<file path="config.mk">
export PLATFORM = sky130hd
export DESIGN_NAME = trace_capture
export DESIGN_NICKNAME = d
export VERILOG_FILES = /design/src/rtl/trace_capture.sv
export SDC_FILE = /design/constraint.sdc
export NUM_CORES = 1
export LEC_CHECK = 0
export ABC_AREA = 1
export CAP_MARGIN = 20
export CORE_MARGIN = 8
export CORE_UTILIZATION = 40
export CTS_BUF_LIST = sky130_fd_sc_hd__clkbuf_16
export DETAILED_ROUTE_END_ITERATION = 12
export GPL_ROUTABILITY_DRIVEN = 0
export MAX_ROUTING_LAYER = met4
export SLEW_MARGIN = 0
export SYNTH_ARGS = -nofsm -noshare
export SYNTH_HDL_FRONTEND = slang
export SYNTH_SLANG_ARGS = --single-unit
</file>
<file path="constraint.sdc">
create_clock -name clk -period 9.8 [get_ports clk]
set_input_delay 2.45 -clock clk [delete_from_list [all_inputs] [get_ports clk]]
set_output_delay 2.45 -clock clk [all_outputs]
set_load 0.02 [all_outputs]
</file>
<file path="src/rtl/trace_capture.sv">
// trace_capture: captures core trace words into a FIFO. When the core traps,
// the FIFO stops taking new words and drains to the consumer. Once it is
// empty, done is raised and held until reset.
//
// Parameters:
//   DEPTH  FIFO depth in 36-bit words (power of two, >= 2)
//   CNT_W  width of the dropped-word counter (saturates at all-ones)
// Ports:
//   clk          single clock, rising edge
//   resetn       synchronous active-low reset
//   trace_valid  trace word present this cycle (ignored after trap)
//   trace_data   36-bit trace word
//   trap         core halted; moves the block from RUN to DRAIN
//   out_valid    head word available (level != 0)
//   out_data     head word, read straight from storage registers
//   out_ready    consumer accepts head word
//   level        number of stored words, 0..DEPTH
//   drop_count   words lost because the FIFO was full
//   done         stream finished and fully drained
module trace_capture #(
  parameter int unsigned DEPTH = 16,
  parameter int unsigned CNT_W = 16
) (
  input  logic                     clk,
  input  logic                     resetn,
  input  logic                     trace_valid,
  input  logic [35:0]              trace_data,
  input  logic                     trap,
  output logic                     out_valid,
  output logic [35:0]              out_data,
  input  logic                     out_ready,
  output logic [$clog2(DEPTH):0]   level,
  output logic [CNT_W-1:0]         drop_count,
  output logic                     done
);

  localparam int unsigned AW = $clog2(DEPTH);
  localparam logic [AW:0] FULL = (AW+1)'(DEPTH);

  typedef enum logic [1:0] {RUN, DRAIN, DONE} state_t;

  state_t          state, state_nxt;
  logic [35:0]     mem [DEPTH];
  logic [AW-1:0]   wr_ptr, rd_ptr;
  logic [AW:0]     lvl, lvl_nxt;
  logic [CNT_W-1:0] drops;
  logic            push, drop, pop;

  // Fullness is judged on the current level, so a same-cycle pop never
  // makes room for a word arriving at a full FIFO.
  always_comb begin
    push = 1'b0;
    drop = 1'b0;
    if (state == RUN && trace_valid) begin
      if (lvl != FULL) push = 1'b1;
      else             drop = 1'b1;
    end
    pop = (lvl != '0) && out_ready;
  end

  always_comb begin
    lvl_nxt = lvl;
    if (push && !pop)      lvl_nxt = lvl + 1'b1;
    else if (!push && pop) lvl_nxt = lvl - 1'b1;
  end

  always_comb begin
    state_nxt = state;
    unique case (state)
      RUN:     if (trap) state_nxt = DRAIN;
      // Looks at the post-edge level so DRAIN entered empty still leaves on
      // the next edge, and the last pop lands in DONE on the same edge.
      DRAIN:   if (lvl_nxt == '0) state_nxt = DONE;
      DONE:    state_nxt = DONE;
      default: state_nxt = RUN;
    endcase
  end

  always_ff @(posedge clk) begin
    if (!resetn) begin
      state  <= RUN;
      wr_ptr <= '0;
      rd_ptr <= '0;
      lvl    <= '0;
      drops  <= '0;
    end else begin
      state <= state_nxt;
      lvl   <= lvl_nxt;
      if (push) wr_ptr <= wr_ptr + 1'b1;
      if (pop)  rd_ptr <= rd_ptr + 1'b1;
      if (drop && drops != '1) drops <= drops + 1'b1;
    end
  end

  // Storage is not reset; out_data is only meaningful while out_valid=1.
  always_ff @(posedge clk) begin
    if (push) mem[wr_ptr] <= trace_data;
  end

  assign out_valid  = (lvl != '0);
  assign out_data   = mem[rd_ptr];
  assign level      = lvl;
  assign drop_count = drops;
  assign done       = (state == DONE);

endmodule

</file>
======== Word level (Yosys, flattened, before mapping) ========
Memory sizes are Yosys's and may differ from the RTL's. A register that Yosys moved wholly into a read port is not among the register bits.
Index checks and enable logic that the tools add are counted.
W data, S select, Z words.
storage, ports and cells
  bits in registers ....................... 31
  memory bits (writable) .................. 576
  output and inout port bits .............. 59
  memories ................................ 1
memories
  memory  depth  width  read ports  clocked after Yosys merged registers in  write ports  RTL line  text
  mem     16     36     1           1                                        1            43        logic [35:0] mem [DEPTH];
cells by class
  $add $sub $neg .......................... 5
  equality and inequality tests ........... 6
  muxes and demuxes ....................... 13
  reductions and logical operators ........ 11
operators by type and width
  operator                 count
  $add A16 B1 Y16 const B  1
  $ne A16 B16 Y1 const B   1
  $mux W5                  2
  $add A4 B1 Y4 const B    2
  $mux W4                  2
  $mux W1                  6
  $pmux W2 S3              1
  $add A5 B1 Y5 const B    1
  $logic_and A1 B1 Y1      5
  $logic_not A5 Y1         1
  $ne A5 B5 Y1 const B     1
  $reduce_bool A5 Y1       1
  $sub A5 B1 Y5 const B    1
  $mux W2                  2
  $ne A2 B2 Y1 const B     2
  $eq A2 B1 Y1 const B     1
  $eq A2 B2 Y1 const B     1
  $logic_not A1 Y1         2
  $logic_not A2 Y1         1
  $reduce_and A2 Y1        1

======== Logic depth before layout (Yosys ltp) ========
Gate-level depths: netlist of run 1.
  word-level depth ........................ 10
  gate-level depth with buffers ........... 16

======== Worst setup path before layout of run 1 ========
OpenSTA, ideal clock, no wires.
  kind .................................... input-to-reg
  start ................................... input trace_valid
  end ..................................... memory mem[11][0], enable pin
  setup time .............................. 0.429 ns
  data arrival time ....................... 4.467 ns
  required time ........................... 9.371 ns
  slack ................................... 4.904 ns
  stages on the path ...................... 6
  path buffers ............................ 0
  cell sequence ........................... nand2_1 inv_1 nand2_8 nor2_1 nand2_1 nor2_1
on the way
  cells in the longest elaborated chain, start to end .. 4
ends and longest elaborated chain
  what                           RTL line  text
  from (decl)                    26        input logic trace_valid,
  $logic_and A1 B1 Y1            54        if (state == RUN && trace_valid) begin
  $mux W1                        54
  $mux W1                        97        if (push) mem[wr_ptr] <= trace_data;
  $mux W1 (implied by the code)  97
  to (decl)                      43
Every way passes these cells.

==> results.py, run 1 <==
metrics = {
    "synthesis": {
        "async_reset_ff_frac": 0,
        "syn_area_per_cell_sq_um": 13.9,
        "yosysUniqueCellTypes": 37,
        "synth_warnings": 0,
        "ys_seq_elements": 611,
        "synthCells": 1786,
        "ys_seq_area_frac": 0.727,
        "netlist_area_sq_um": 24700,
        "ys.flop_type": "edfxtp_1",
        "syn_nets": 1839,
        "synth_edf_count": 576,
    },
    "clock_network": {
        "post_cts_buffers": 0,
        "cts_buffer_depth": 3,
        "clk_pin_slew_ps": 60,
        "htree_levels": 3,
        "cts.root.buffer_cell": "clkbuf_16",
        "cts_tree": "yes",
        "cts_sinks": 611,
        "cts_hold_buf": 0,
        "insertion_delay_ps": 590,
        "cts_buffers": 66,
        "cts_resized": 0,
    },
    "placement": {
        "place_ws_ps": 4460,
        "dpl.hpwl_um": 28500,
        "dpl.cell_count": 2595,
        "io_buffer_count": 99,
    },
    "min_path": {
        "worstHoldPathType": "register to register",
    },
    "routing": {
        "wl_um": 57900,
        "dr.first_iter.drc_count": 1013,
        "vias_per_cell": 5.27,
        "firstDrtPassIters": 5,
        "drc": 0,
        "num_vias": 14331,
        "wl_per_cell_um": 21.3,
        "ant_nets": 0,
    },
    "cells_and_area": {
        "layout.cells.non_filler": 2717,
        "area_growth_pct": 15.7,
        "layout_common_cells": "576 x edfxtp_1, 197 x inv_1, 186 x o21ai_0",
        "drive_gt1_frac": 0.0779,
        "nets": 1927,
        "final_common_cell": "edfxtp_1",
    },
    "sta": {
        "worst_pin_slew_ps": 1130,
        "finClkSkew_ps": 18.0,
        "layout_min_cycle_time_ps": 5880,
        "rsz0062_at_grt": "false",
        "setup_viol": 0,
        "drv_slew": 0,
        "hold_viol": 0,
        "final.setup.tns_ps": 0,
        "slew_headroom": 0.246,
        "fin_ws_ps": 3920,
        "max_freq_mhz": 170,
        "post-route-period-util": 0.600,
    },
    "floorplanning": {
        "die_w_um": 265,
        "floorplan.io_pins": 100,
        "row_count": 91,
        "die-area_sq_um": 70100,
        "die_h_um": 265,
        "start_util": 0.402,
        "core-area_sq_um": 61500,
    },
    "setup_path": {
        "cp.required_ps": 7350,
        "worstSetupEndpointType": "output pin",
        "critPathKind": "register to output pin",
        "reg2reg_from": "level[0]",
        "r2r-end": "mem[8][18]",
        "crit_end": "out_data[21]",
        "ff2ff_setup_slack_ps": 6790,
        "worst-path-max-fanout": 183,
        "rr_worst_depth": 8,
        "worstPathArrival_ps": 3430,
        "start_kind": "register",
    },
    "global_route": {
        "grt_pass1_wl_um": 88100,
        "grtUsageMet2": 0.279,
        "use_met1": 0.215,
        "grtUsageMet3": 0.0245,
        "gr-total-overflow": 0,
        "grtUsageTotal": 0.168,
        "grt_max_degree": 184,
        "antenna_found_initial": 2,
        "grt-busiest-layer": "met2",
        "grt_pass1_vias": 14462,
    },
    "run_status": {
        "status": "completed",
    },
    "power_and_ir_drop": {
        "total_leakage_power_uw": 0.00954,
        "ir_drop_mv": 0.181,
        "total_power_uw": 7470,
        "powerDensity_nw_per_um2": 261,
    },
    "run": {
        "maxCapViolCount": 0,
    },
}
## power by group
group / switching [uW] / internal [uW] / leakage, uW
registers: 91.7 / 2970 / 0.00548
clock network: 983 / 1340 / 0.00105
logic: 1290 / 793 / 0.00301
total: 2360 / 5100 / 0.00954
## sequential cells by signal, summed over array words and instances (netlist names), named ones only
register	count
wr_ptr	4
state	2
level	5
mem	576
drop_count	16
rd_ptr	4
## kinds of logic after synthesis
kind of cell	Yosys count	synth area share
muxes	144	0.0583
and+or+nand+nor	223	0.0430
xor gates and xnor gates	3	0.00106
adders and majority gates	12	0.00607
AOI/OAI and AO/OA	498	0.116
DFF	611	0.727
buffers and inverters	295	0.0486
## area by class of cell
type                    count  area [sq um]
diodes                      2          5.00
multi-input cells         880          5660
fillers                  5382         32800
repair buffers            127          1230
well taps                 790           988
flip-flops and latches    611         18000
clock buffers              68          1700
inverters                 188           716
clock inverters            51           328
## worst max-delay path, cell delays in order (launching register included)
cell	delay (ps)
dfxtp_4	630
buf_12	500
o21ai_0	270
o211ai_1	160
nand3_1	100
nand2_1	160
clkdlybuf4s50_1	630
## layer usage
metal | vias to the layer above | share of wire | routed length [um]
met4 | 0 | 0.015 | 873
met2 | 286 | 0.50 | 28800
met1 | 7167 | 0.45 | 25800
met3 | 58 | 0.041 | 2380
li1 | 6820 | - | -
met5 | - | 0 | 0
## cell usage after synthesis (35+ instances only)
cell type / n / share of area
dfxtp_1: 35 / 0.028
nand2_1: 83 / 0.013
edfxtp_1: 576 / 0.70
a21oi_1: 165 / 0.033
inv_1: 183 / 0.028
clkbuf_1: 61 / 0.0093
nor2_1: 38 / 0.0058
mux2i_1: 144 / 0.058
o211ai_1: 144 / 0.044
o21ai_0: 186 / 0.038
nand3_1: 67 / 0.014
## how the worst min path moves through the flow
| stage | cells after the start | start | slack, ps | endpoint |
|---|---|---|---|---|
| after floorplan | 1 | rd_ptr[2] | 430 | register |
| after global placement | 2 | rd_ptr[3] | 450 | register |
| after detailed placement | 2 | rd_ptr[3] | 460 | register |
| after CTS | 2 | rd_ptr[3] | 470 | register |
| after global routing | 2 | rd_ptr[3] | 490 | register |
| final | 2 | rd_ptr[3] | 470 | register |
## metrics by stage
step | instance area (sq um) | utilization | hold slack, ps
3_5_place_dp | 26600 | 0.432 | 456
5_1_grt | 28600 | 0.466 | 494
6_report | 28600 | 0.466 | 468
3_3_place_gp | 26600 | 0.432 | 450
2_1_floorplan | 24700 | - | 435
4_1_cts | 28600 | 0.465 | 466
Note: power is estimated with default switching activity, not from simulation.
==> run 2, diff against run 1 <==
clock period = 4.8 ns   (was 9.8 ns; I/O delays follow)
==> run 2 against run 1 <==
  * Clock power increased by 120%
  * Power increased by 110%
  * First-iteration DRC count increased by 13%
  * Via count up 1.6%
  * Hold slack lost 7.0 ps
  * Setup slack worse by 3400 ps
  * Combinational power up 120%
  * Cell count increased by 0.48%
  * Critical path depth up 1
  * Die area unchanged
  * Count of clock-buffer cells in the layout grew 3
  * Sequential share of layout area fell by 0.92 points
  * Critical endpoint is now out_data[20]
  * Largest power group unchanged
==> results.py, run 2 (same netlist as run 1, synthesis figures left out) <==
metrics = {
    "run_status": {
        "status": "completed",
    },
    "global_route": {
        "grt_pass1_vias": 14502,
        "grt_pass1_wl_um": 88600,
        "gr-total-overflow": 0,
        "grtUsageTotal": 0.168,
        "antenna_found_initial": 1,
        "grt_max_degree": 145,
    },
    "floorplanning": {
        "die-area_sq_um": 70100,
        "die_w_um": 265,
        "start_util": 0.402,
        "row_count": 91,
        "floorplan.io_pins": 100,
        "core-area_sq_um": 61500,
        "die_h_um": 265,
    },
    "cells_and_area": {
        "layout_common_cells": "576 x edfxtp_1, 198 x inv_1, 186 x o21ai_0",
        "largest_reg_flops": 576,
        "area_growth_pct": 17.5,
        "nets": 1943,
        "drive_gt1_frac": 0.0892,
        "regMostFlops": "mem",
        "final_common_cell": "edfxtp_1",
        "layout.cells.non_filler": 2730,
    },
    "power_and_ir_drop": {
        "total_power_uw": 15800,
        "total_leakage_power_uw": 0.00973,
        "ir_drop_mv": 0.500,
        "powerDensity_nw_per_um2": 544,
    },
    "setup_path": {
        "worstSetupEndpointType": "output pin",
        "start_kind": "register",
        "critPathKind": "register to output pin",
        "worstPathArrival_ps": 3080,
        "reg2reg_from": "level[0]",
        "cp.required_ps": 3600,
        "worst-path-max-fanout": 65,
    },
    "routing": {
        "firstDrtPassIters": 5,
        "wl_per_cell_um": 21.3,
        "dr.first_iter.drc_count": 1142,
        "drc": 0,
        "ant_nets": 0,
        "vias_per_cell": 5.33,
        "num_vias": 14560,
        "wl_um": 58200,
    },
    "run": {
        "maxCapViolCount": 0,
    },
    "clock_network": {
        "htree_levels": 3,
        "clk_pin_slew_ps": 50,
        "insertion_delay_ps": 590,
        "cts_buffers": 68,
        "cts_hold_buf": 0,
        "cts_tree": "yes",
        "cts_resized": 0,
        "cts.root.buffer_cell": "clkbuf_16",
        "cts_sinks": 611,
        "post_cts_buffers": 0,
        "cts_buffer_depth": 3,
    },
    "sta": {
        "finClkSkew_ps": 19.8,
        "max_freq_mhz": 234,
        "final.setup.tns_ps": 0,
        "hold_viol": 0,
        "fin_ws_ps": 518,
        "layout_min_cycle_time_ps": 4280,
        "worst_pin_slew_ps": 999,
        "setup_viol": 0,
        "whs_ps": 461,
        "rsz0062_at_grt": "false",
        "post-route-period-util": 0.892,
        "drv_slew": 0,
        "slew_headroom": 0.333,
    },
    "placement": {
        "place_ws_ps": 1010,
        "dpl.cell_count": 2610,
        "io_buffer_count": 99,
        "dpl.hpwl_um": 33400,
    },
    "min_path": {
        "worstHoldPathType": "register to register",
        "worstHoldStart": "rd_ptr[3]",
    },
}
-- run 2: changes by cell type in the layout (fill, tap and decap cells not counted), moves of 3 or more --
| cell | delta |
|---|---|
| buf_12 | +14 |
| bufinv_16 | +4 |
| clkbuf_16 | +3 |
| clkinv_1 | -10 |
| clkinv_2 | +3 |
-- run 2: stage by stage --
step                      instance area, sq um  utilization
after floorplan                          24700            -
after global placement                   26900        0.437
after detailed placement                 26900        0.437
after CTS                                29100        0.473
after global routing                     29100        0.473
final                                    29100        0.473
-- run 2: cell type report --
class                           instances  area (sq um)
Sequential cell                       611         18000
Timing Repair Buffer                  141          1510
Antenna cell                            1          2.50
Fill cell                            5285         32400
Clock buffer                           71          1780
Clock inverter                         48           400
Inverter                              188           716
Multi-Input combinational cell        880          5660
Tap cell                              790           988
-- run 2: path summary, 6_finish.rpt --
check            endpoint  slack [ps]  cells past startpoint
max          out_data[20]         520                      7
min              register         460                      2
max reg2reg    mem[9][14]        1930                      8
min reg2reg      register         460                      2
-- run 2: critical path: stages (launching register included) --
cell,delay (ps)
dfxtp_4,570
buf_12,270
buf_12,300
mux2i_1,160
o211ai_1,260
nand3_1,110
nand2_1,130
clkdlybuf4s50_1,620
-- run 2: report_power, final --
group	leakage [uW]	switching [uW]	internal, uW
clock	0.00113	2020	3040
sequential	0.00548	132	6070
combinational	0.00313	2820	1720
total	0.00973	4980	10800
-- run 2: layer usage --
layer	vias to the layer above	global-route usage	share of wire
met4	0	0.0476	0.019
met2	382	0.271	0.48
li1	6854	-	-
met5	-	-	0
met1	7238	0.221	0.45
met3	86	0.0261	0.049
